==> config.mk <==
export PLATFORM = sky130hd
export DESIGN_NAME = video_mode_switch_ctrl_flat
export DESIGN_NICKNAME = d
export VERILOG_FILES = /design/src/rtl/video_mode_switch_ctrl_if.sv /design/src/rtl/video_mode_switch_ctrl.sv /design/src/flat_wrapper.sv
export SDC_FILE = /design/constraint.sdc
export NUM_CORES = 1
export LEC_CHECK = 0
export ABC_AREA = 1
export CAP_MARGIN = 20
export CORE_MARGIN = 2
export CORE_UTILIZATION = 25
export DETAILED_ROUTE_END_ITERATION = 8
export GPL_TIMING_DRIVEN = 1
export MAX_ROUTING_LAYER = met4
export PLACE_DENSITY_LB_ADDON = 0.1
export SLEW_MARGIN = 20
export SYNTH_ARGS = -nofsm -noshare
export SYNTH_HDL_FRONTEND = slang
export SYNTH_SLANG_ARGS = --single-unit
==> constraint.sdc <==
create_clock -name clk -period 1.32 [get_ports clk]
set_input_delay 0.198 -clock clk [delete_from_list [all_inputs] [get_ports clk]]
set_output_delay 0.198 -clock clk [all_outputs]
set_load 0.03 [all_outputs]
==> src/rtl/video_mode_switch_ctrl_if.sv <==
// -----------------------------------------------------------------------------
// video_mode_switch_ctrl_if
// Mode-change request handshake between the control/UART config path and the
// video mode switch controller. A transfer happens on a clock edge where
// req_valid and req_ready are both high; the requester keeps req_valid and
// req_mode stable until that edge.
//   req_valid  requester -> controller   mode-change request
//   req_mode   requester -> controller   requested mode index (0..3)
//   req_ready  controller -> requester   controller can take a request
// Modports: master = requester side, slave = controller side.
// -----------------------------------------------------------------------------
interface video_mode_switch_ctrl_if;
  logic       req_valid;
  logic [1:0] req_mode;
  logic       req_ready;

  modport master (output req_valid, output req_mode, input req_ready);
  modport slave  (input req_valid, input req_mode, output req_ready);
endinterface

==> src/rtl/video_mode_switch_ctrl.sv <==
// -----------------------------------------------------------------------------
// video_mode_switch_ctrl
// Run-time resolution controller for the HDMI video timing generator. Keeps a
// four-entry table of CEA/VESA timing sets and drives the generator's timing
// inputs. A mode change waits for the next rising edge of the generator's
// vsync. The new timing set is then loaded while the generator is held in
// reset for HOLD_CYCLES clocks, so no partial frame reaches HDMI.
//
// Ports
//   clk, rstn        pixel clock; synchronous active-low reset
//   req_if (slave)   req_valid / req_mode / req_ready request handshake
//   tg_vs            vs_out of the timing generator (active high)
//   tg_rstn          synchronous active-low reset to the timing generator
//   h_* / v_*        horizontal / vertical timing of the current mode
//   cur_mode         mode currently driven
//   busy             switch in progress (waiting for vsync or holding reset)
//   done             one-cycle pulse when a request completes
//   timeout_flag     sticky: a switch was forced by the vsync timeout
//
// Configuration
//   VMODE_TIMEOUT_EN  when defined, a 24-bit wait counter forces the switch
//                     after TIMEOUT_CYCLES clocks without a vsync edge, and
//                     sets timeout_flag. When undefined, the controller waits
//                     for vsync indefinitely and timeout_flag is tied low.
// -----------------------------------------------------------------------------
module video_mode_switch_ctrl #(
  parameter int          X_BITS         = 12,
  parameter int          Y_BITS         = 12,
  parameter logic [1:0]  DEFAULT_MODE   = 2'd0,
  parameter logic [7:0]  HOLD_CYCLES    = 8'd16,   // legal range 1..255
  parameter logic [23:0] TIMEOUT_CYCLES = 24'd2000000
) (
  input  logic                    clk,
  input  logic                    rstn,
  video_mode_switch_ctrl_if.slave req_if,
  input  logic                    tg_vs,
  output logic                    tg_rstn,
  output logic [X_BITS-1:0]       h_total,
  output logic [X_BITS-1:0]       h_fp,
  output logic [X_BITS-1:0]       h_bp,
  output logic [X_BITS-1:0]       h_sync,
  output logic [X_BITS-1:0]       h_act,
  output logic [Y_BITS-1:0]       v_total,
  output logic [Y_BITS-1:0]       v_fp,
  output logic [Y_BITS-1:0]       v_bp,
  output logic [Y_BITS-1:0]       v_sync,
  output logic [Y_BITS-1:0]       v_act,
  output logic [1:0]              cur_mode,
  output logic                    busy,
  output logic                    done,
  output logic                    timeout_flag
);

  typedef enum logic [1:0] {IDLE, WAIT_VS, HOLD} state_t;

  typedef struct packed {
    logic [X_BITS-1:0] h_total, h_fp, h_bp, h_sync, h_act;
    logic [Y_BITS-1:0] v_total, v_fp, v_bp, v_sync, v_act;
  } timing_t;

  // The mode table is a constant decode, not a storage array.
  function automatic timing_t mode_entry(input logic [1:0] m);
    int      h [5];
    int      v [5];
    timing_t t;
    case (m)
      2'd0:    begin h = '{1650, 110, 220,  40, 1280}; v = '{ 750, 5, 20, 5,  720}; end
      2'd1:    begin h = '{2200,  88, 148,  44, 1920}; v = '{1125, 4, 36, 5, 1080}; end
      2'd2:    begin h = '{ 800,  16,  48,  96,  640}; v = '{ 525,10, 33, 2,  480}; end
      default: begin h = '{1344,  24, 160, 136, 1024}; v = '{ 806, 3, 29, 6,  768}; end
    endcase
    t.h_total = X_BITS'(h[0]);
    t.h_fp    = X_BITS'(h[1]);
    t.h_bp    = X_BITS'(h[2]);
    t.h_sync  = X_BITS'(h[3]);
    t.h_act   = X_BITS'(h[4]);
    t.v_total = Y_BITS'(v[0]);
    t.v_fp    = Y_BITS'(v[1]);
    t.v_bp    = Y_BITS'(v[2]);
    t.v_sync  = Y_BITS'(v[3]);
    t.v_act   = Y_BITS'(v[4]);
    return t;
  endfunction

  state_t     state_q,     state_d;
  timing_t    tim_q,       tim_d;
  logic       tg_rstn_q,   tg_rstn_d;
  logic [1:0] cur_mode_q,  cur_mode_d;
  logic [1:0] tgt_mode_q,  tgt_mode_d;   // mode latched at request acceptance
  logic       busy_q,      busy_d;
  logic       done_q,      done_d;
  logic       req_ready_q, req_ready_d;
  logic       vs_dly_q,    vs_dly_d;
  logic [7:0] hold_cnt_q,  hold_cnt_d;
  logic       vs_rise;

  assign vs_dly_d = tg_vs;
  assign vs_rise  = tg_vs & ~vs_dly_q;

`ifdef VMODE_TIMEOUT_EN
  logic [23:0] wait_cnt_q,     wait_cnt_d;
  logic        timeout_flag_q, timeout_flag_d;
  logic        timeout_hit;

  assign timeout_hit = (wait_cnt_q == TIMEOUT_CYCLES - 24'd1);
`endif

  always_comb begin
    // NOTE: every _d takes its hold value before the case, so no branch can
    // leave a signal unassigned and infer a latch.
    state_d    = state_q;
    tim_d      = tim_q;
    tg_rstn_d  = tg_rstn_q;
    cur_mode_d = cur_mode_q;
    tgt_mode_d = tgt_mode_q;
    hold_cnt_d = hold_cnt_q;
    done_d     = 1'b0;
`ifdef VMODE_TIMEOUT_EN
    wait_cnt_d     = wait_cnt_q;
    timeout_flag_d = timeout_flag_q;
`endif

    case (state_q)
      IDLE: begin
        tg_rstn_d = 1'b1;
        if (req_if.req_valid && req_ready_q) begin
          if (req_if.req_mode == cur_mode_q) begin
            // Already in the requested mode: acknowledge without a reset pulse.
            done_d = 1'b1;
          end else begin
            tgt_mode_d = req_if.req_mode;
            state_d    = WAIT_VS;
`ifdef VMODE_TIMEOUT_EN
            wait_cnt_d = '0;
`endif
          end
        end
      end

      WAIT_VS: begin
        // Only rising edges seen while in this state count; vs_dly_q keeps
        // tracking tg_vs in every state, so an older edge cannot leak in.
`ifdef VMODE_TIMEOUT_EN
        wait_cnt_d = wait_cnt_q + 24'd1;
        if (vs_rise || timeout_hit) begin
          state_d    = HOLD;
          hold_cnt_d = '0;
          if (!vs_rise) timeout_flag_d = 1'b1;
        end
`else
        if (vs_rise) begin
          state_d    = HOLD;
          hold_cnt_d = '0;
        end
`endif
      end

      HOLD: begin
        // First HOLD edge drops tg_rstn and loads the new table entry together,
        // so the timing outputs never move while the generator is running.
        if (hold_cnt_q == 8'd0) begin
          tg_rstn_d  = 1'b0;
          tim_d      = mode_entry(tgt_mode_q);
          hold_cnt_d = 8'd1;
        end else if (hold_cnt_q == HOLD_CYCLES) begin
          tg_rstn_d  = 1'b1;
          cur_mode_d = tgt_mode_q;
          done_d     = 1'b1;
          state_d    = IDLE;
        end else begin
          hold_cnt_d = hold_cnt_q + 8'd1;
        end
      end

      default: state_d = IDLE;
    endcase

    // Status flags are registered copies of the next state.
    busy_d      = (state_d != IDLE);
    req_ready_d = (state_d == IDLE);
  end

  always_ff @(posedge clk) begin
    // NOTE: sequential state uses non-blocking assignments only, so every flop
    // samples the pre-edge value of every other flop.
    if (!rstn) begin
      state_q     <= IDLE;
      tim_q       <= mode_entry(DEFAULT_MODE);
      tg_rstn_q   <= 1'b0;
      cur_mode_q  <= DEFAULT_MODE;
      tgt_mode_q  <= DEFAULT_MODE;
      busy_q      <= 1'b0;
      done_q      <= 1'b0;
      req_ready_q <= 1'b1;
      vs_dly_q    <= 1'b0;
      hold_cnt_q  <= '0;
    end else begin
      state_q     <= state_d;
      tim_q       <= tim_d;
      tg_rstn_q   <= tg_rstn_d;
      cur_mode_q  <= cur_mode_d;
      tgt_mode_q  <= tgt_mode_d;
      busy_q      <= busy_d;
      done_q      <= done_d;
      req_ready_q <= req_ready_d;
      vs_dly_q    <= vs_dly_d;
      hold_cnt_q  <= hold_cnt_d;
    end
  end

`ifdef VMODE_TIMEOUT_EN
  always_ff @(posedge clk) begin
    if (!rstn) begin
      wait_cnt_q     <= '0;
      timeout_flag_q <= 1'b0;
    end else begin
      wait_cnt_q     <= wait_cnt_d;
      timeout_flag_q <= timeout_flag_d;
    end
  end

  assign timeout_flag = timeout_flag_q;
`else
  assign timeout_flag = 1'b0;
`endif

  assign req_if.req_ready = req_ready_q;
  assign tg_rstn          = tg_rstn_q;
  assign cur_mode         = cur_mode_q;
  assign busy             = busy_q;
  assign done             = done_q;
  assign h_total          = tim_q.h_total;
  assign h_fp             = tim_q.h_fp;
  assign h_bp             = tim_q.h_bp;
  assign h_sync           = tim_q.h_sync;
  assign h_act            = tim_q.h_act;
  assign v_total          = tim_q.v_total;
  assign v_fp             = tim_q.v_fp;
  assign v_bp             = tim_q.v_bp;
  assign v_sync           = tim_q.v_sync;
  assign v_act            = tim_q.v_act;

endmodule

==> src/flat_wrapper.sv <==
// flat-port wrapper written by rule: the top's interface ports become plain ports
module video_mode_switch_ctrl_flat 
#(
  parameter int          X_BITS         = 12,
  parameter int          Y_BITS         = 12,
  parameter logic [1:0]  DEFAULT_MODE   = 2'd0,
  parameter logic [7:0]  HOLD_CYCLES    = 8'd16,                        
  parameter logic [23:0] TIMEOUT_CYCLES = 24'd2000000
)
  (clk, rstn, tg_vs, tg_rstn, h_total, h_fp, h_bp, h_sync, h_act, v_total, v_fp, v_bp, v_sync, v_act, cur_mode, busy, done, timeout_flag, req_if_req_valid, req_if_req_mode, req_if_req_ready);
  video_mode_switch_ctrl_if req_if_i ();
  input  logic clk;
  input  logic rstn;
  input  logic tg_vs;
  output logic tg_rstn;
  output logic [X_BITS-1:0] h_total;
  output logic [X_BITS-1:0] h_fp;
  output logic [X_BITS-1:0] h_bp;
  output logic [X_BITS-1:0] h_sync;
  output logic [X_BITS-1:0] h_act;
  output logic [Y_BITS-1:0] v_total;
  output logic [Y_BITS-1:0] v_fp;
  output logic [Y_BITS-1:0] v_bp;
  output logic [Y_BITS-1:0] v_sync;
  output logic [Y_BITS-1:0] v_act;
  output logic [1:0] cur_mode;
  output logic busy;
  output logic done;
  output logic timeout_flag;
  input wire logic [$bits(req_if_i.req_valid)-1:0] req_if_req_valid;
  input wire logic [$bits(req_if_i.req_mode)-1:0] req_if_req_mode;
  output wire logic [$bits(req_if_i.req_ready)-1:0] req_if_req_ready;
  assign req_if_i.req_valid = req_if_req_valid;
  assign req_if_i.req_mode = req_if_req_mode;
  assign req_if_req_ready = req_if_i.req_ready;
  video_mode_switch_ctrl #(.X_BITS(X_BITS), .Y_BITS(Y_BITS), .DEFAULT_MODE(DEFAULT_MODE), .HOLD_CYCLES(HOLD_CYCLES), .TIMEOUT_CYCLES(TIMEOUT_CYCLES)) u_core (.clk(clk), .rstn(rstn), .req_if(req_if_i), .tg_vs(tg_vs), .tg_rstn(tg_rstn), .h_total(h_total), .h_fp(h_fp), .h_bp(h_bp), .h_sync(h_sync), .h_act(h_act), .v_total(v_total), .v_fp(v_fp), .v_bp(v_bp), .v_sync(v_sync), .v_act(v_act), .cur_mode(cur_mode), .busy(busy), .done(done), .timeout_flag(timeout_flag));
endmodule
==> flow_summary.json <==
{
  "grt_pass1_wl_mm": 7.90,
  "cp.required_ps": 1550,
  "setup_ws_ps": -48.7,
  "cp-end-kind": "flop",
  "cts_buffers": 5,
  "yosysTopAreaCell": "buf_4",
  "synth.avg_cell_area_sq_um": 7.55,
  "cts_hold_buf": 0,
  "nets": 409,
  "cp_num_buf_inv": 3,
  "setup_violations": 6,
  "final_common_cell": "buf_4",
  "ys_ff_latch": 32,
  "ys_warn_count": 0,
  "power_density_nw_per_um2": 953,
  "drt-total-wl_mm": 5.38,
  "p_leak_nw": 1.55,
  "period_needed_ps": 1370,
  "drive_above_1_share_pct": 45.3,
  "syn_inst": 327,
  "async_flop_share_pct": 0,
  "violations": "setup timing",
  "io_pins": 133,
  "min_period_over_period_pct": 104,
  "irDropWorstVdd_mv": 0.384,
  "gp_routability_congestion": 0.724,
  "critPathKind": "reg2reg",
  "cap_viol_max_count": 0,
  "ys_types": 30,
  "die_area_sq_um": 10700,
  "worstPathMaxFanout": 6,
  "ant_nets": 0,
  "hpwlAfterDp_mm": 4.17,
  "critPathTopFamily": "flip-flops",
  "port_buffers": 71,
  "grt_max_degree": 14,
  "area_delta_synth_final_pct": 32.4,
  "clock_path_buffers": 2,
  "synth.top_cells.by_area": "buf_4 (33%), dfxtp_1 (26%), ha_1 (6.6%)",
  "dr.pass1.iters": 4,
  "grt_pass1_vias": 1603,
  "drc": 0,
  "cts_root_buf": "clkbuf_8",
  "crit_chain": "inv_4 > ha_4 > inv_2 > nor2_4 > nand2_8 > buf_6 > o21ai_2 > nand2_1 > nor2_1",
  "n_antenna_cell": 0,
  "rsz0062_at_grt": "true",
  "vias": 1892,
  "gr-total-overflow": 0,
  "max_stage_delay_ps": 380,
  "fillerInstances": 1061,
  "antenna_found_initial": 0,
  "wl_per_cell_um": 10.3,
  "fmax_ghz": 0.731,
  "syn-cell-area_sq_um": 2470,
  "clkTransAtPathRegs_ps": 70,
  "hold_class": "reg2reg",
  "slew_viol_final": 0,
  "crit_slowest_cell": "dfxtp_4",
  "fin_skew_ps": 5.22,
  "htreeDepth": 2,
  "rows": 36,
  "finalSetupTns_ps": -160,
  "die_w_um": 103,
  "viasPerCell": 3.61,
  "cp.arrival_ps": 1600,
  "core_area_sq_um": 9680,
  "place_ws_ps": -200,
  "cts_tree": "done",
  "synth.top_cell.area_share_pct": 32.8,
  "drt_iter0_drc": 55,
  "grt_usage_pct": 9.87,
  "synth_enable_flop_cells": 0,
  "status": "finished, violations left",
  "insertion_delay_ps": 290,
  "critPathLaunchType": "flop",
  "chipHeight_um": 103,
  "finalHoldViolCount": 0,
  "synth_flop_cell": "dfxtp_1",
  "start_util_pct": 25.5,
  "final_cell_mix": "buf_4 (73), conb_1 (61), nand2_1 (33)",
  "ys_seq_area_share_pct": 25.9,
  "clock-sinks": 32
}
tightest hold or removal path, cell delays in order (launching register included):
cell and delay, ps:
dfxtp_1 310, inv_1 50, a21oi_1 50
cell type report:
cell class                      count  area, sq um  share of cell area [%]
Sequential cell                    32          656                    20.1
Clock buffer                        6         72.6                    2.22
Inverter                           32          133                    4.06
Timing Repair Buffer              111          907                    27.7
Clock inverter                      2         35.0                    1.07
Multi-Input combinational cell    208         1300                    39.8
Tap cell                          133          166                    5.09
where the power goes:
part | switching [mW] | internal (mW) | total (mW)
registers | 0.0491 | 1.02 | 1.07
clock network | 0.395 | 0.560 | 0.955
logic | 0.733 | 0.361 | 1.09
sequential cells by signal (all words and copies together) (netlist names), 2 cells and up:
name / flops
u_core.tgt_mode_q: 2
u_core.state_q: 2
u_core.cur_mode: 2
u_core.h_sync: 2
u_core.v_act: 6
u_core.hold_cnt_q: 8
u_core.v_bp: 2
path summary, 6_finish.rpt:
check	startpoint	to	slack, ps	cells after the start
setup / recovery	u_core.state_q[0]	u_core.hold_cnt_q[2]	-50	9
hold / removal	u_core.tg_rstn	u_core.tg_rstn	450	2
setup reg to reg	u_core.state_q[0]	u_core.hold_cnt_q[2]	-50	9
hold reg to reg	u_core.tg_rstn	u_core.tg_rstn	450	2
timing repair:
item	in CTS	in global routing
endpoints found under the hold margin	0	0
pin swaps	11	19
setup buffers	2	5
endpoints found under the setup margin	50	37
gates resized for setup	67	66
gates cloned	0	0
per-stage QoR:
stage                     area, sq um  cells  util [%]  hold slack [ps]  power (mW)
final                            3270    524      33.8              449        3.12
after global routing             3270    524      33.8              496        3.31
after CTS                        3090    519      31.9              456        3.08
after detailed placement         2880    509      29.7              448        2.06
after global placement           2880    509      29.7              443        2.06
after floorplan                  2710    386         -              291        1.96
cells by family after synthesis:
kind of cell             count (synthesis)  share of synthesized area [%]
AO/OA/AOI/OAI                           38                           8.61
XOR/XNOR                                 3                           1.06
adder cells (fa/ha/maj)                 13                           6.59
buffers and inverters                  146                           39.7
flip-flops                              32                           25.9
other                                    2                          0.304
AND/OR/NAND/NOR                         93                           17.8
per-layer routing:
metal	vias to the layer above	part of all wire (%)	GRT usage (%)
met5	-	0	-
li1	969	-	-
met1	851	43	12.0
met2	69	50	16.3
met4	0	0.56	3.04
met3	3	6.4	2.22
synthesized netlist by cell type (3+ instances only):
cell type,count
nand2_2,3
a21oi_1,14
a21oi_2,4
o21ai_0,11
dfxtp_1,32
nand3_1,14
o21ai_1,6
nor2_1,24
inv_1,29
inv_2,3
nor2_4,3
ha_1,13
nand2_1,40
buf_4,108
Note: power is estimated with default switching activity, not from simulation.
